[config.mk]
export PLATFORM = sky130hd
export DESIGN_NAME = fp_mul_round_normalize_flat
export DESIGN_NICKNAME = d
export VERILOG_FILES = /design/src/rtl/fp_mul_round_normalize_pkg.sv /design/src/rtl/fp_mul_round_normalize_if.sv /design/src/rtl/fp_mul_round_normalize_round.sv /design/src/rtl/fp_mul_round_normalize.sv /design/src/flat_wrapper.sv
export SDC_FILE = /design/constraint.sdc
export NUM_CORES = 1
export LEC_CHECK = 0
export CAP_MARGIN = 20
export CORE_ASPECT_RATIO = 1.4
export CORE_MARGIN = 4
export CORE_UTILIZATION = 50
export DETAILED_ROUTE_END_ITERATION = 10
export GPL_ROUTABILITY_DRIVEN = 0
export PLACE_DENSITY = 0.84
export SYNTH_ARGS = -nofsm -noshare
export SYNTH_HDL_FRONTEND = slang
export SYNTH_SLANG_ARGS = --single-unit
[constraint.sdc]
create_clock -name clk -period 7.1 [get_ports clk]
set_input_delay 0.71 -clock clk [delete_from_list [all_inputs] [get_ports clk]]
set_output_delay 0.71 -clock clk [all_outputs]
set_load 0.02 [all_outputs]
[src/rtl/fp_mul_round_normalize_pkg.sv]
// Shared widths, limits and pipeline bundles for the
// FP32 multiplier normalize/round back end.
package fp_mul_round_normalize_pkg;
  localparam int FP_SIGN_W = 1;
  localparam int FP_EXP_W  = 8;
  localparam int FP_FRAC_W = 23;
  localparam int FP_W = FP_SIGN_W + FP_EXP_W + FP_FRAC_W;
  localparam int BIAS    = 127;
  localparam int EXP_MAX = 255;
  localparam int PROD_W  = 48;
  localparam int IEXP_W  = 10;

  localparam logic [IEXP_W-1:0] EXP_TOP = IEXP_W'(EXP_MAX);

  typedef struct packed {
    logic              sign;
    logic [IEXP_W-1:0] exp;
    logic [FP_FRAC_W-1:0] mant;
    logic              guard;
    logic              sticky;
    logic              zero;
  } s1_t;

  typedef struct packed {
    logic [FP_W-1:0] z;
    logic            ovf;
    logic            unf;
    logic            inx;
  } res_t;
endpackage

[src/rtl/fp_mul_round_normalize_if.sv]
// Valid/ready bundle carrying the raw product in and
// the packed FP32 result plus status flags out.
interface fp_mul_round_normalize_if;
  import fp_mul_round_normalize_pkg::*;

  logic              iValid;
  logic              oReady;
  logic              iSign;
  logic [IEXP_W-1:0] iExp;
  logic [PROD_W-1:0] iFrac;
  logic              iZero;
  logic              oValid;
  logic              iReady;
  logic [FP_W-1:0]   oZ;
  logic              oOverflow;
  logic              oUnderflow;
  logic              oInexact;

  modport slave (
    input  iValid, iSign, iExp, iFrac,
    input  iZero, iReady,
    output oReady, oValid, oZ,
    output oOverflow, oUnderflow, oInexact
  );

  modport master (
    output iValid, iSign, iExp, iFrac,
    output iZero, iReady,
    input  oReady, oValid, oZ,
    input  oOverflow, oUnderflow, oInexact
  );
endinterface

[src/rtl/fp_mul_round_normalize_round.sv]
// Round-to-nearest-even and FP32 pack with
// overflow saturation and flush-to-zero underflow.
module fp_round_rne
  import fp_mul_round_normalize_pkg::*;
(
  input  logic                 sign,
  input  logic [IEXP_W-1:0]    exp,
  input  logic [FP_FRAC_W-1:0] mant,
  input  logic                 guard,
  input  logic                 sticky,
  input  logic                 zero,
  output logic [FP_W-1:0]      z,
  output logic                 ovf,
  output logic                 unf,
  output logic                 inx
);
  logic                 rnd_up;
  logic [FP_FRAC_W:0]   sum;
  logic [IEXP_W-1:0]    exp_f;

  always_comb begin
    rnd_up = guard & (sticky | mant[0]);
    sum    = {1'b0, mant}
           + {{FP_FRAC_W{1'b0}}, rnd_up};
    exp_f  = exp
           + {{(IEXP_W-1){1'b0}}, sum[FP_FRAC_W]};
    z   = {sign, {(FP_W-1){1'b0}}};
    ovf = 1'b0;
    unf = 1'b0;
    inx = 1'b0;
    // zero operand wins over any exponent range result
    if (!zero) begin
      if ($signed(exp_f) >= $signed(EXP_TOP)) begin
        z   = {sign, {FP_EXP_W{1'b1}},
               {FP_FRAC_W{1'b0}}};
        ovf = 1'b1;
        inx = 1'b1;
      end else if ($signed(exp_f) <=
                   $signed({IEXP_W{1'b0}})) begin
        unf = 1'b1;
        inx = 1'b1;
      end else begin
        z   = {sign, exp_f[FP_EXP_W-1:0],
               sum[FP_FRAC_W-1:0]};
        inx = guard | sticky;
      end
    end
  end
endmodule

[src/rtl/fp_mul_round_normalize.sv]
// Two-stage normalize / round-pack pipeline with
// valid/ready flow control between the stages.
module fp_mul_round_normalize
  import fp_mul_round_normalize_pkg::*;
(
  input  logic                     clk,
  input  logic                     reset,
  fp_mul_round_normalize_if.slave  io
);
  logic s1_valid_q, s1_valid_d;
  logic o_valid_q, o_valid_d;
  s1_t  s1_q, s1_d, nrm;
  res_t res_q, res_d;
  logic s2_load, s1_adv;

  logic [FP_W-1:0] rnd_z;
  logic rnd_ovf, rnd_unf, rnd_inx;

  fp_round_rne u_rnd (
    .sign   (s1_q.sign),
    .exp    (s1_q.exp),
    .mant   (s1_q.mant),
    .guard  (s1_q.guard),
    .sticky (s1_q.sticky),
    .zero   (s1_q.zero),
    .z      (rnd_z),
    .ovf    (rnd_ovf),
    .unf    (rnd_unf),
    .inx    (rnd_inx)
  );

  always_comb begin
    s2_load = ~o_valid_q | io.iReady;
    s1_adv  = ~s1_valid_q | s2_load;

    nrm.sign = io.iSign;
    nrm.zero = io.iZero;
    if (io.iFrac[47]) begin
      nrm.mant   = io.iFrac[46:24];
      nrm.guard  = io.iFrac[23];
      nrm.sticky = |io.iFrac[22:0];
      nrm.exp    = io.iExp + IEXP_W'(1);
    end else begin
      nrm.mant   = io.iFrac[45:23];
      nrm.guard  = io.iFrac[22];
      nrm.sticky = |io.iFrac[21:0];
      nrm.exp    = io.iExp;
    end

    s1_valid_d = s1_valid_q;
    s1_d       = s1_q;
    if (s1_adv) begin
      s1_valid_d = io.iValid;
      if (io.iValid) s1_d = nrm;
    end

    o_valid_d = o_valid_q;
    res_d     = res_q;
    if (s2_load) begin
      o_valid_d = s1_valid_q;
      if (s1_valid_q) begin
        res_d.z   = rnd_z;
        res_d.ovf = rnd_ovf;
        res_d.unf = rnd_unf;
        res_d.inx = rnd_inx;
      end
    end
  end

  always_ff @(posedge clk or posedge reset) begin
    if (reset) begin
      s1_valid_q <= 1'b0;
      s1_q       <= '0;
      o_valid_q  <= 1'b0;
      res_q      <= '0;
    end else begin
      s1_valid_q <= s1_valid_d;
      s1_q       <= s1_d;
      o_valid_q  <= o_valid_d;
      res_q      <= res_d;
    end
  end

  assign io.oReady     = s1_adv;
  assign io.oValid     = o_valid_q;
  assign io.oZ         = res_q.z;
  assign io.oOverflow  = res_q.ovf;
  assign io.oUnderflow = res_q.unf;
  assign io.oInexact   = res_q.inx;
endmodule

[src/flat_wrapper.sv]
// flat-port wrapper written by rule: the top's interface ports become plain ports
module fp_mul_round_normalize_flat import fp_mul_round_normalize_pkg::*;
  (clk, reset, io_iValid, io_iSign, io_iExp, io_iFrac, io_iZero, io_iReady, io_oReady, io_oValid, io_oZ, io_oOverflow, io_oUnderflow, io_oInexact);
  fp_mul_round_normalize_if io_i ();
  input  logic clk;
  input  logic reset;
  input wire logic [$bits(io_i.iValid)-1:0] io_iValid;
  input wire logic [$bits(io_i.iSign)-1:0] io_iSign;
  input wire logic [$bits(io_i.iExp)-1:0] io_iExp;
  input wire logic [$bits(io_i.iFrac)-1:0] io_iFrac;
  input wire logic [$bits(io_i.iZero)-1:0] io_iZero;
  input wire logic [$bits(io_i.iReady)-1:0] io_iReady;
  output wire logic [$bits(io_i.oReady)-1:0] io_oReady;
  output wire logic [$bits(io_i.oValid)-1:0] io_oValid;
  output wire logic [$bits(io_i.oZ)-1:0] io_oZ;
  output wire logic [$bits(io_i.oOverflow)-1:0] io_oOverflow;
  output wire logic [$bits(io_i.oUnderflow)-1:0] io_oUnderflow;
  output wire logic [$bits(io_i.oInexact)-1:0] io_oInexact;
  assign io_i.iValid = io_iValid;
  assign io_i.iSign = io_iSign;
  assign io_i.iExp = io_iExp;
  assign io_i.iFrac = io_iFrac;
  assign io_i.iZero = io_iZero;
  assign io_i.iReady = io_iReady;
  assign io_oReady = io_i.oReady;
  assign io_oValid = io_i.oValid;
  assign io_oZ = io_i.oZ;
  assign io_oOverflow = io_i.oOverflow;
  assign io_oUnderflow = io_i.oUnderflow;
  assign io_oInexact = io_i.oInexact;
  fp_mul_round_normalize u_core (.clk(clk), .reset(reset), .io(io_i));
endmodule
* Word level (Yosys, flattened, before mapping)
Index checks and enable logic that the tools add are counted.
Cells by class: add/subtract/negate cells 3, magnitude comparators 2, multiplexer cells 12, bitwise operators 7, reduce and logical (&&, ||, !) cells 4
Operator list (count):
- $mux 31 | 3
- $mux 35 | 1
- $add 23x1->24 | 1
- $reduce_or 23->1 | 1
- $reduce_or 22->1 | 1
- $add 10x1->10 | 1
- $add 10x1->10 const B | 1
- $ge 10x9->1 const B | 1
- $le 10x1->1 const B | 1
- $mux 1 | 8
- $or 1x1->1 | 4
- $reduce_and 2->1 | 2
- $not 1->1 | 2
- $and 1x1->1 | 1
Storage, ports and cells: bits in registers 74, bits of input ports 64

* Longest topological paths before layout
depth in word-level cells 8, mapped depth 17

* Cells and area by module
Synthesis repeated with hierarchy kept, for this count alone.
Unflattened totals: cells, all modules 419, area total of the unflattened synthesis 4252.8 µm²
By module, submodules not included:
- fp_mul_round_normalize | times used 1, cells each 263, area an instance 3231.8 µm², seq. area each 1851.8 µm²
- fp_round_rne | times used 1, cells each 156, area an instance 1021.0 µm², seq. area each 0.0 µm²

* Least setup slack after synthesis
No wires, ideal clock.
kind flip-flop to flip-flop, from register u_core.s1_q[5] (netlist name), to register u_core.res_q, in the netlist u_core.io.oZ[10], library setup time 0.119 ns, arrival time 3.531 ns, data required time 6.981 ns, setup slack 3.450 ns, stages on the path, launching flop included 18, cells stage by stage dfrtp_1 and3_1 and4_1 clkbuf_1 and3_1 clkbuf_1 and4_1 ha_1 ha_1 clkbuf_1 nand4_1 or4_1 o211ai_1 a31o_1 buf_6 nand2b_4 buf_6 o21ai_2
On the way: word-level cells in the longest chain between the ends 6, elaborated cells on any way between the ends 7, those cells by class add/sub (2); order compare (2); mux (3)
Ends and longest elaborated chain:
- start: declaration | RTL line fp_mul_round_normalize.sv:12 | s1_t s1_q, s1_d, nrm;
- start signal: assignment | RTL line fp_mul_round_normalize.sv:73 | s1_q <= '0;
- start signal: assignment | RTL line fp_mul_round_normalize.sv:78 | s1_q <= s1_d;
- $add 23x1->24 (*) | RTL line fp_mul_round_normalize_round.sv:24 | + {{FP_FRAC_W{1'b0}}, rnd_up};
- $add 10x1->10 | RTL line fp_mul_round_normalize_round.sv:26 | + {{(IEXP_W-1){1'b0}}, sum[FP_FRAC_W]};
- $le 10x1->1 | RTL line fp_mul_round_normalize_round.sv:38 | end else if ($signed(exp_f) <=
- $mux 31 | RTL line fp_mul_round_normalize_round.sv:38
- $mux 31 (*) | RTL line fp_mul_round_normalize_round.sv:33 | if ($signed(exp_f) >= $signed(EXP_TOP)) begin
- $mux 31 (*) | RTL line fp_mul_round_normalize_round.sv:32 | if (!zero) begin
- end signal: assignment | RTL line fp_mul_round_normalize.sv:80 | res_q <= res_d;
- end: declaration | RTL line fp_mul_round_normalize.sv:13 | res_t res_q, res_d;
Every way passes the cells marked *; elsewhere a longest branch is shown, timed or not. A chain may end at the register's enable or synchronous reset.

* Worst setup path after layout
from register u_core.s1_q[5] (netlist name), to register u_core.res_q, in the netlist u_core.io.oZ[20]
The elaborated chain is that of the path after synthesis.

==> results.cfg <==
[place]
io_buffer_count = 100
dpl.hpwl_mm = 6.684
pre_cts_ws_ns = 3.018
placed_cells = 597

[critical_path]
endpoint_kind = flip-flop
slowest_delay_ns = 0.50
cpMaxStageDelayCell = or4_1
worstSetupStartpoint = u_core.s1_q[5]
arrival_ns = 4.34
crit_fanout = 23
critical_path.endpoint = u_core.io.oZ[20]
r2r-start = u_core.s1_q[5]
reg2reg_to = u_core.io.oZ[20]
crit_type = reg2reg
reg2reg_slack_ns = 2.97
path_cells = and3_1 -> and4_1 -> and3_1 -> and4_1 -> ha_1 -> ha_1 -> nand4_1 -> or4_1 -> o211ai_1 -> a31o_1 -> nand2b_4 -> o21ai_0
r2r_cells = 12
required_ns = 7.31
critPathLaunchType = flip-flop

[pwr]
leakage_uw = 0.002183
powerDensity_mw_per_mm2 = 224.5
vdd_drop_max_mv = 0.2046

[drt]
remaining_drc_errors = 0
drt_wl_total_mm = 9.093
vias = 3334
drt_first_pass_iters = 4
via_per_inst = 5.430
wire_per_inst_um = 14.81
drt_iter0_drc = 204
ant_nets = 0

[clock_network]
cts_buffers = 9
cts.repair.resized = 0
clk_latency_ns = 0.35
clock_sinks = 74
postCtsSetupRepairBufs = 0
cts_htree_levels = 3
clk_path_buf_depth = 2
cts-root-buf = clkbuf_8
cts.hold.buffers_added = 0
clkTransAtPathRegs_ns = 0.08
cts_tree = built

[sta]
finalCritPeriodShare = 0.5818
fmax_mhz = 242.1
whs_ns = 0.4812
clock_skew_ns = 0.006362
setup_tns_ns = 0
setup_viol = 0
rsz0062_at_grt = false
min_period_ns = 4.131
slew_headroom = 0.4032
finalHoldViolCount = 0
drv_slew = 0
worstMarginPinSlew_ns = 0.8952
setup_ws_ns = 2.969

[floorplanning]
core.rowCount = 38
io_pins = 101
dieHeight_um = 114.0
core_area_mm2 = 0.007797
dieWidth_um = 83.75
initial_core_util = 0.5151
dieArea_mm2 = 0.009551

[yosys]
ys_warn_count = 0
synth_seq_cells = 74
synth_edf_count = 0
synth_cell_types = 45
synthArstFlopShare = 1.000
synth_nets = 490
synthesis.instances = 421
ys.flop_type = dfrtp_1
syn_area_mm2 = 0.004016
avgSynthCellArea_um2 = 9.540
ys_seq_area_frac = 0.4611

[layout]
diodes = 0
fillCellCount = 638
final_cell_mix = clkdlybuf4s50_1 (99), nand2_1 (87), dfrtp_1 (74), o21ai_0 (40), mux2i_1 (25)
area_growth_syn_to_layout_pct = 30.78
nets = 578
drive_above_1_share = 0.09533
final_cells = 614
final_common_cell = clkdlybuf4s50_1

[grt]
overflow = 0
antenna_found_initial = 0
first_global_vias = 3344
grt_usage = 0.2006
grt_max_degree = 75
grt_pass1_wl_mm = 15.35

[hold_path]
min_path_type = reg2reg

[status]
status = complete, no violations

[run]
cap_viol_max_count = 0
## layer usage
| layer | share of wire | track usage | vias to the layer above |
|---|---|---|---|
| met5 | 0 | 0 | - |
| met4 | 0.021 | 0.09120 | 0 |
| met3 | 0.057 | 0.05347 | 14 |
| met2 | 0.53 | 0.3452 | 92 |
| met1 | 0.39 | 0.2340 | 1574 |
| li1 | - | - | 1654 |
## per-stage QoR
step                      power, uW    util  instance area, um2
after detailed placement      851.8  0.6449                5029
after CTS                      1187  0.6711                5233
final                          1179  0.6736                5253
after floorplan               714.0       -                4016
after global routing           1244  0.6736                5253
after global placement        839.7  0.6449                5029
## state kept, by name, indices dropped and copies added (netlist names)
register              flops
u_core.io.oZ             32
u_core.io.oValid          1
u_core.io.oInexact        1
u_core.s1_valid_q         1
u_core.io.oOverflow       1
u_core.s1_q              37
u_core.io.oUnderflow      1
## where the power goes
group | switching [uW] | internal, uW | total, uW
logic | 149 | 150 | 299
clock network | 156 | 180 | 336
registers | 61.3 | 483 | 544
total | 367 | 812 | 1180
## how the worst min path moves through the flow
| stage | startpoint | to | depth (start not counted) | slack (ns) |
|---|---|---|---|---|
| after floorplan | u_core.s1_q[26] | u_core.s1_q[26] | 2 | 0.46 |
| after CTS | u_core.io.oZ[11] | u_core.io.oZ[11] | 2 | 0.49 |
| final | u_core.io.oZ[5] | u_core.io.oZ[5] | 2 | 0.48 |
| after global routing | u_core.io.oZ[11] | u_core.io.oZ[11] | 2 | 0.51 |
| after detailed placement | u_core.io.oZ[11] | u_core.io.oZ[11] | 2 | 0.47 |
| after global placement | u_core.io.oOverflow | u_core.io.oOverflow | 2 | 0.46 |
## cell type report
cell class	instances	area, um2	area share
repair buffers	103	1031	0.1963
clock buffers	11	151.4	0.02882
well taps	100	125.1	0.02382
flip-flops and latches	74	1852	0.3525
clock inverters	5	52.55	0.01000
inverters	7	26.28	0.005002
multi-input cells	314	2014	0.3835
## cell usage after synthesis, drive strengths merged (6+ instances only)
cell type,instances,share of area
and3,6,0.0093
buf,11,0.017
clkbuf,15,0.014
dfrtp,74,0.46
inv,7,0.0065
mux2i,25,0.062
nand2,88,0.082
nand3,13,0.019
nand4,9,0.014
nor2,13,0.012
nor4,6,0.0093
o211ai,9,0.017
o21ai,60,0.093
xnor2,16,0.035
xor2,22,0.048
## logic make-up (layout without fill, tap and decap cells)
kind of cell,after synthesis,count (layout),synth area share
compound gates,82,82,0.1358
xor+xnor,38,38,0.08286
fa+ha+maj,5,5,0.01558
buf+inv,33,126,0.03800
flops,74,74,0.4611
mux,29,29,0.07352
simple gates,160,160,0.1932
## critical path: cells and delay by family (launching register included)
kind            cells  cell delay (ns)
simple gates        7             2.24
compound gates      3             0.74
flops               1             0.43
fa+ha+maj           2             0.56
(Power assumes the default switching activity.)
